===== config.mk =====
export PLATFORM = sky130hd
export DESIGN_NAME = fc_rx_decoder
export DESIGN_NICKNAME = d
export VERILOG_FILES = /design/src/rtl/fc_pkg.sv /design/src/rtl/fc_symbol_decode.sv /design/src/rtl/fc_rx_decoder.sv
export SDC_FILE = /design/constraint.sdc
export NUM_CORES = 1
export LEC_CHECK = 0
export CAP_MARGIN = 30
export CORE_ASPECT_RATIO = 1.5
export CORE_UTILIZATION = 35
export CTS_CLUSTER_SIZE = 12
export DETAILED_ROUTE_END_ITERATION = 10
export DONT_BUFFER_PORTS = 1
export SKIP_LAST_GASP = 1
export SLEW_MARGIN = 20
export SYNTH_ARGS = -nofsm -noshare
export SYNTH_HDL_FRONTEND = slang
export SYNTH_HIERARCHICAL = 1
export SYNTH_SLANG_ARGS = --single-unit

===== constraint.sdc =====
create_clock -name clk -period 3.8 [get_ports clk]
set_input_delay 1.14 -clock clk [delete_from_list [all_inputs] [get_ports clk]]
set_output_delay 1.14 -clock clk [all_outputs]
set_load 0.02 [all_outputs]

===== src/rtl/fc_pkg.sv =====
// Shared constants for the ETROC2 fast-command receiver: command codes,
// on-wire symbols, alignment FSM states and small symbol helpers.
package fc_pkg;

  localparam logic [3:0] CMD_IDLE       = 4'd0;
  localparam logic [3:0] CMD_LINK_RESET = 4'd1;
  localparam logic [3:0] CMD_BCR        = 4'd2;
  localparam logic [3:0] CMD_STP        = 4'd3;
  localparam logic [3:0] CMD_L1ACR      = 4'd4;
  localparam logic [3:0] CMD_CHARGE_INJ = 4'd5;
  localparam logic [3:0] CMD_L1A        = 4'd6;
  localparam logic [3:0] CMD_L1A_BCR    = 4'd7;
  localparam logic [3:0] CMD_WS_START   = 4'd8;
  localparam logic [3:0] CMD_WS_STOP    = 4'd9;

  localparam logic [7:0] SYM_IDLE       = 8'hF0;
  localparam logic [7:0] SYM_LINK_RESET = 8'h33;
  localparam logic [7:0] SYM_BCR        = 8'h5A;
  localparam logic [7:0] SYM_STP        = 8'h55;
  localparam logic [7:0] SYM_L1ACR      = 8'h66;
  localparam logic [7:0] SYM_CHARGE_INJ = 8'h69;
  localparam logic [7:0] SYM_L1A        = 8'h96;
  localparam logic [7:0] SYM_L1A_BCR    = 8'h99;
  localparam logic [7:0] SYM_WS_START   = 8'hA5;
  localparam logic [7:0] SYM_WS_STOP    = 8'hAA;

  localparam int NUM_CODES = 10;

  typedef enum logic [1:0] {
    ST_UNLOCKED = 2'd0,
    ST_CHECK    = 2'd1,
    ST_LOCKED   = 2'd2
  } fc_state_e;

  function automatic logic [7:0] code_symbol(input logic [3:0] code);
    case (code)
      CMD_IDLE:       code_symbol = SYM_IDLE;
      CMD_LINK_RESET: code_symbol = SYM_LINK_RESET;
      CMD_BCR:        code_symbol = SYM_BCR;
      CMD_STP:        code_symbol = SYM_STP;
      CMD_L1ACR:      code_symbol = SYM_L1ACR;
      CMD_CHARGE_INJ: code_symbol = SYM_CHARGE_INJ;
      CMD_L1A:        code_symbol = SYM_L1A;
      CMD_L1A_BCR:    code_symbol = SYM_L1A_BCR;
      CMD_WS_START:   code_symbol = SYM_WS_START;
      CMD_WS_STOP:    code_symbol = SYM_WS_STOP;
      default:        code_symbol = 8'h00;
    endcase
  endfunction

  function automatic logic [3:0] hamming8(input logic [7:0] a, input logic [7:0] b);
    logic [7:0] d;
    d = a ^ b;
    hamming8 = 4'd0;
    for (int i = 0; i < 8; i++) begin
      hamming8 = hamming8 + {3'd0, d[i]};
    end
  endfunction

endpackage


===== src/rtl/fc_symbol_decode.sv =====
// Combinational 8-bit symbol to 4-bit fast-command decode.
// With FC_BITFLIP_TOL_EN, single-bit errors are corrected to the unique nearest codeword.
module fc_symbol_decode
  import fc_pkg::*;
(
  input  logic [7:0] sym,
  output logic [3:0] code,
  output logic       valid
`ifdef FC_BITFLIP_TOL_EN
  ,
  output logic       corrected
`endif
);

`ifdef FC_BITFLIP_TOL_EN
  logic hit;
`endif

  // Exact codebook match, falling back to distance-1 correction when enabled
  always_comb begin
    code  = CMD_IDLE;
    valid = 1'b1;
`ifdef FC_BITFLIP_TOL_EN
    corrected = 1'b0;
    hit       = 1'b0;
`endif
    case (sym)
      SYM_IDLE:       code = CMD_IDLE;
      SYM_LINK_RESET: code = CMD_LINK_RESET;
      SYM_BCR:        code = CMD_BCR;
      SYM_STP:        code = CMD_STP;
      SYM_L1ACR:      code = CMD_L1ACR;
      SYM_CHARGE_INJ: code = CMD_CHARGE_INJ;
      SYM_L1A:        code = CMD_L1A;
      SYM_L1A_BCR:    code = CMD_L1A_BCR;
      SYM_WS_START:   code = CMD_WS_START;
      SYM_WS_STOP:    code = CMD_WS_STOP;
      default: begin
        valid = 1'b0;
`ifdef FC_BITFLIP_TOL_EN
        // Codebook distance is 4, so at most one codeword can be at distance 1
        for (int i = 0; i < NUM_CODES; i++) begin
          hit   = (hamming8(sym, code_symbol(4'(i))) == 4'd1);
          code  = hit ? 4'(i) : code;
          valid = valid | hit;
        end
        corrected = valid;
`endif
      end
    endcase
  end

endmodule


===== src/rtl/fc_rx_decoder.sv =====
// ETROC2 fast-command receiver: IDLE alignment, symbol decode, BCID/L1A/error counters.
// Optional FC_BITFLIP_TOL_EN adds single-bit correction and the corrCnt output.
module fc_rx_decoder
  import fc_pkg::*;
#(
  parameter int LOCK_CNT   = 16,
  parameter int UNLOCK_ERR = 4,
  parameter int BCID_MAX   = 3563,
  parameter int BCR_OFFSET = 0,
  parameter int ERR_WIDTH  = 16
) (
  input  logic                 clk,
  input  logic                 rstn,
  input  logic                 sdin,
  output logic                 locked,
  output logic                 cmdValid,
  output logic [3:0]           cmd,
  output logic                 symErr,
  output logic [11:0]          bcid,
  output logic [15:0]          l1aCnt,
  output logic [ERR_WIDTH-1:0] errCnt
`ifdef FC_BITFLIP_TOL_EN
  ,
  output logic [15:0]          corrCnt
`endif
);

  localparam int GOOD_W = $clog2(LOCK_CNT + 1);
  localparam int BAD_W  = $clog2(UNLOCK_ERR + 1);
  localparam logic [ERR_WIDTH-1:0] ERR_MAX = '1;
  localparam logic [ERR_WIDTH-1:0] ERR_ONE = ERR_WIDTH'(1);

  fc_state_e             state_r, state_s;
  logic [6:0]            hist_r;
  logic [7:0]            sym_s;
  logic [2:0]            phase_r, phase_s;
  logic                  boundary_s;
  logic [GOOD_W-1:0]     good_r, good_s;
  logic [BAD_W-1:0]      bad_r, bad_s;
  logic                  locked_r, cmd_valid_r, cmd_valid_s, sym_err_r, sym_err_s;
  logic [3:0]            cmd_r, cmd_s;
  logic [11:0]           bcid_r, bcid_s;
  logic [15:0]           l1a_r, l1a_s;
  logic [ERR_WIDTH-1:0]  err_r, err_s;
  logic [3:0]            dec_code_s;
  logic                  dec_valid_s;
`ifdef FC_BITFLIP_TOL_EN
  logic                  dec_corr_s;
  logic [15:0]           corr_r, corr_s;
`endif

  // The symbol window includes the bit being sampled on this edge
  assign sym_s      = {hist_r, sdin};
  assign boundary_s = (phase_r == 3'd7);

  fc_symbol_decode u_decode (
    .sym       (sym_s),
    .code      (dec_code_s),
    .valid     (dec_valid_s)
`ifdef FC_BITFLIP_TOL_EN
    ,
    .corrected (dec_corr_s)
`endif
  );

  // Next-state, alignment and counter logic
  always_comb begin
    state_s     = state_r;
    phase_s     = phase_r + 3'd1;
    good_s      = good_r;
    bad_s       = bad_r;
    cmd_s       = cmd_r;
    cmd_valid_s = 1'b0;
    sym_err_s   = 1'b0;
    bcid_s      = bcid_r;
    l1a_s       = l1a_r;
    err_s       = err_r;
`ifdef FC_BITFLIP_TOL_EN
    corr_s      = corr_r;
`endif
    case (state_r)
      ST_UNLOCKED: begin
        if (sym_s == SYM_IDLE) begin
          phase_s = 3'd0;
          good_s  = GOOD_W'(1);
          state_s = ST_CHECK;
        end else begin
          good_s  = '0;
        end
      end
      ST_CHECK: begin
        if (!boundary_s) begin
          state_s = ST_CHECK;
        end else if (sym_s == SYM_IDLE) begin
          good_s  = good_r + GOOD_W'(1);
          state_s = (good_r == GOOD_W'(LOCK_CNT - 1)) ? ST_LOCKED : ST_CHECK;
        end else begin
          good_s  = '0;
          state_s = ST_UNLOCKED;
        end
      end
      ST_LOCKED: begin
        if (!boundary_s) begin
          state_s = ST_LOCKED;
        end else begin
          bcid_s = (bcid_r == 12'(BCID_MAX)) ? 12'd0 : bcid_r + 12'd1;
          if (dec_valid_s) begin
            cmd_valid_s = 1'b1;
            cmd_s       = dec_code_s;
            bad_s       = '0;
            case (dec_code_s)
              CMD_BCR:        bcid_s = 12'(BCR_OFFSET);
              CMD_L1A:        l1a_s  = l1a_r + 16'd1;
              CMD_L1A_BCR: begin
                bcid_s = 12'(BCR_OFFSET);
                l1a_s  = l1a_r + 16'd1;
              end
              CMD_L1ACR:      l1a_s  = 16'd0;
              CMD_LINK_RESET: err_s  = '0;
              default:        l1a_s  = l1a_r;
            endcase
`ifdef FC_BITFLIP_TOL_EN
            corr_s = (dec_corr_s && (corr_r != 16'hFFFF)) ? corr_r + 16'd1 : corr_r;
`endif
          end else begin
            sym_err_s = 1'b1;
            err_s     = (err_r == ERR_MAX) ? err_r : err_r + ERR_ONE;
            if (bad_r == BAD_W'(UNLOCK_ERR - 1)) begin
              bad_s   = '0;
              state_s = ST_UNLOCKED;
            end else begin
              bad_s   = bad_r + BAD_W'(1);
            end
          end
        end
      end
      default: begin
        state_s = ST_UNLOCKED;
        good_s  = '0;
        bad_s   = '0;
      end
    endcase
  end

  // State and registered outputs, synchronous active-low reset
  always_ff @(posedge clk) begin
    if (!rstn) begin
      state_r     <= ST_UNLOCKED;
      hist_r      <= 7'd0;
      phase_r     <= 3'd0;
      good_r      <= '0;
      bad_r       <= '0;
      locked_r    <= 1'b0;
      cmd_valid_r <= 1'b0;
      sym_err_r   <= 1'b0;
      cmd_r       <= 4'd0;
      bcid_r      <= 12'd0;
      l1a_r       <= 16'd0;
      err_r       <= '0;
`ifdef FC_BITFLIP_TOL_EN
      corr_r      <= 16'd0;
`endif
    end else begin
      state_r     <= state_s;
      hist_r      <= sym_s[6:0];
      phase_r     <= phase_s;
      good_r      <= good_s;
      bad_r       <= bad_s;
      locked_r    <= (state_s == ST_LOCKED);
      cmd_valid_r <= cmd_valid_s;
      sym_err_r   <= sym_err_s;
      cmd_r       <= cmd_s;
      bcid_r      <= bcid_s;
      l1a_r       <= l1a_s;
      err_r       <= err_s;
`ifdef FC_BITFLIP_TOL_EN
      corr_r      <= corr_s;
`endif
    end
  end

  assign locked   = locked_r;
  assign cmdValid = cmd_valid_r;
  assign cmd      = cmd_r;
  assign symErr   = sym_err_r;
  assign bcid     = bcid_r;
  assign l1aCnt   = l1a_r;
  assign errCnt   = err_r;
`ifdef FC_BITFLIP_TOL_EN
  assign corrCnt  = corr_r;
`endif

endmodule


==> impl_metrics.py <==
metrics = {
    "run_status": {
        "outcome": "finished, violations left",
        "violations": "design-rule violations",
    },
    "setup_path": {
        "worstSetupStartpoint": "sdin",
        "cp.depth": 8,
        "reg2reg_depth": 8,
        "cp_slowest_stage_delay_ns": 0.54,
        "reg2reg_to": "errCnt[11]$_SDFFE_PN0P_",
        "critical_path_arrival_ns": 3.43,
        "startpoint_type": "input port",
        "worstSetupPathType": "in -> reg",
        "critPathSlowestCell": "or4b_4",
        "cpLargestDelayFamily": "simple AND/OR/NAND/NOR gates",
        "critPathMaxFanout": 11,
        "cp_cell_sequence": "nor2b_1 -> and2_0 -> o21ai_0 -> inv_1 -> or4b_4 -> a211o_1 -> or4_1 -> a21oi_1",
        "r2r-start": "hist_r[5]$_SDFF_PN0_",
        "endpoint": "errCnt[11]$_SDFFE_PN0P_",
        "reg2reg_slack_ns": 0.79,
        "end_kind": "register",
        "worstPathRequired_ns": 4.06,
        "critPathBufInv": 1,
    },
    "final_layout": {
        "drive_above_1_share": 0.0827,
        "antenna_cells": 0,
        "fill_cells": 991,
        "final_nets": 429,
        "fin_area_um2": 4010,
        "syn2layout_area_growth_pct": 12.6,
    },
    "place": {
        "gp_congestion": 0.905,
        "dp_hpwl_mm": 5.86,
        "place_area_um2": 3680,
        "io_buffers": 0,
    },
    "run": {
        "maxCapViolations": 0,
    },
    "synth": {
        "yosysWarnings": 6,
        "yosysTopAreaCellShare": 0.400,
        "synth_top_area_cell": "dfxtp_1",
        "synth_area_um2": 3560,
        "synthTopCellsByArea": "dfxtp_1 (40%), a21oi_1 (5.6%), nand2_1 (3.9%)",
        "synth.most_common_cell": "dfxtp_1",
        "ys.flop_type": "dfxtp_1",
        "ys_top_cells_by_count": "dfxtp_1 (71), a21oi_1 (40), nand2_1 (37)",
        "syn_area_per_cell_um2": 8.55,
        "synth_edf_count": 0,
        "yosysUniqueCellTypes": 59,
        "synthArstFlopShare": 0,
        "synth_nets": 427,
        "synthCells": 416,
        "synth-seq-area-share": 0.400,
        "ys_seq_elements": 71,
    },
    "timing": {
        "clock_skew_ns": 0.00450,
        "fin_crit_sh": 0.834,
        "finalCriticalPeriod_ns": 3.17,
        "rsz0062_at_grt": "no",
        "worst_slew_pin_slew_ns": 0.652,
        "setup_violations": 0,
        "relSlewSlack": 0.562,
        "report.final.hold_viol_count": 0,
        "tns_ns": 0,
        "drv_slew": 0,
        "fmax_mhz": 315,
        "timing.hold.ws_ns": 0.442,
    },
    "pwr": {
        "leakagePower_uw": 0.00131,
        "ir_drop_mv": 0.222,
        "swShare": 0.202,
        "p_int_uw": 1320,
        "seq_power_share": 0.456,
        "powerDensity_nw_per_um2": 412,
        "clockPowerShare": 0.527,
        "p_switching_uw": 333,
        "power_frac_comb": 0.017,
    },
    "route": {
        "ant_nets": 0,
        "viasPerCell": 5.75,
        "wl_mm": 8.27,
        "drcViolationCount": 5,
        "drtIter0Drc": 145,
        "wl_per_cell_um": 15.4,
        "vias": 3094,
        "first_pass_iters": 9,
    },
    "grt": {
        "grt_pass1_wl_mm": 14.1,
        "gr-total-overflow": 0,
        "grt_max_degree": 29,
        "grt_antenna_before_repair": 0,
        "track_usage": 0.167,
        "grt_pass1_vias": 2927,
    },
    "cts": {
        "clock_latency_ns": 0.33,
        "cts_buffers": 9,
        "postCtsHoldBufs": 0,
        "cts.clk_slew.worst_paths_ns": 0.05,
        "post_cts_buffers": 0,
        "cts_tree": "yes",
        "cts_buffer_depth": 2,
        "cts_root_buf": "clkbuf_16",
        "htree_levels": 3,
        "cts_resized": 0,
        "cts.sinks": 71,
    },
    "floorplanning": {
        "die_w_um": 84.3,
        "io_pins": 54,
        "rows": 44,
        "coreArea_um2": 9800,
        "fp.dieH_um": 125,
        "initial_core_util": 0.363,
        "floorplan.die_area_um2": 10600,
    },
    "worst_hold_path": {
        "holdCritPathClass": "reg -> reg",
    },
}
through the flow:
stage	worst slack, ns	cells	power, µW	util
finish	0.629	538	1650	0.409
global route	0.486	538	1720	0.409
CTS	0.653	536	1670	0.408
detailed placement	0.331	520	797	0.376
global placement	0.362	520	797	0.376
floorplan	0.551	416	791	-
flip-flops by register name, summed over array words and instances (netlist names), 2 cells and up:
signal	flops
bad_r	3
bcid	12
cmd	4
errCnt	16
good_r	5
hist_r	7
l1aCnt	16
phase_r	3
state_r	2
cell type report:
cell class	count	area (µm²)	share of cell area
multi-input combinational	314	2020	0.503
sequential	71	1420	0.355
clock buffer	13	270	0.0675
tap	115	144	0.0359
timing repair buffer	9	65.1	0.0162
inverter	13	48.8	0.0122
clock inverter	3	40.0	0.00999
logic make-up (layout without fill, tap and decap cells):
logic type,Yosys count,in the layout,synth area share
XOR/XNOR,11,11,0.0271
multiplexers,4,4,0.0116
AO/OA/AOI/OAI,98,98,0.173
flip-flops,71,71,0.400
adder cells (fa/ha/maj),8,8,0.0281
buffers and inverters,31,38,0.0355
AND/OR/NAND/NOR,193,193,0.325
worst min path at each step:
stage                     startpoint               endpoint  slack (ns)  depth (start not counted)
6_report       phase_r[0]$_SDFF_PN0_  phase_r[0]$_SDFF_PN0_        0.44                          1
5_1_grt        bad_r[2]$_SDFFE_PN0P_  bad_r[2]$_SDFFE_PN0P_        0.47                          1
4_1_cts        bad_r[2]$_SDFFE_PN0P_  bad_r[2]$_SDFFE_PN0P_        0.44                          1
3_5_place_dp   bad_r[2]$_SDFFE_PN0P_  bad_r[2]$_SDFFE_PN0P_        0.44                          1
3_3_place_gp   phase_r[0]$_SDFF_PN0_  phase_r[0]$_SDFF_PN0_        0.41                          1
2_1_floorplan  phase_r[0]$_SDFF_PN0_  phase_r[0]$_SDFF_PN0_        0.40                          1
routing by layer:
metal / track usage / vias up / routed length [µm]
met2: 0.284 / 60 / 4120
met1: 0.185 / 1458 / 3510
met3: 0.0653 / 9 / 507
met5: 0 / - / 0
li1: - / 1567 / -
met4: 0.0669 / 0 / 130
layout by cell type (no fill, tap or decap), drive strengths merged, types with 4 or more instances in the layout:
master / instances
a21oi: 40
a31oi: 4
and2: 10
and3: 6
and4: 4
buf: 8
clkbuf: 14
dfxtp: 71
ha: 8
inv: 13
nand2: 37
nand2b: 11
nand3: 13
nand4: 17
nand4b: 5
nor2: 12
nor2b: 6
nor3: 13
nor4: 9
o21ai: 15
o31ai: 15
or3: 16
or4: 13
xnor2: 7
xor2: 4
power by group through the flow:
stage / Sequential (µW) / Combinational, µW / Clock (µW)
finish: 753 / 28.1 / 872
global placement: 769 / 27.8 / 0
global route: 753 / 32.1 / 932
detailed placement: 769 / 28.3 / 0
CTS: 753 / 28.6 / 890
floorplan: 768 / 23.3 / 0
worst register-to-register path: stages (launching register included):
cell and delay, ns:
dfxtp_1 0.47, and2b_1 0.25, a22oi_1 0.21, o31a_1 0.17, inv_1 0.14, or4b_4 0.61
a211o_1 0.44, or4_1 0.50, a21oi_1 0.16
No activity file was read; power rests on OpenSTA's default activity.
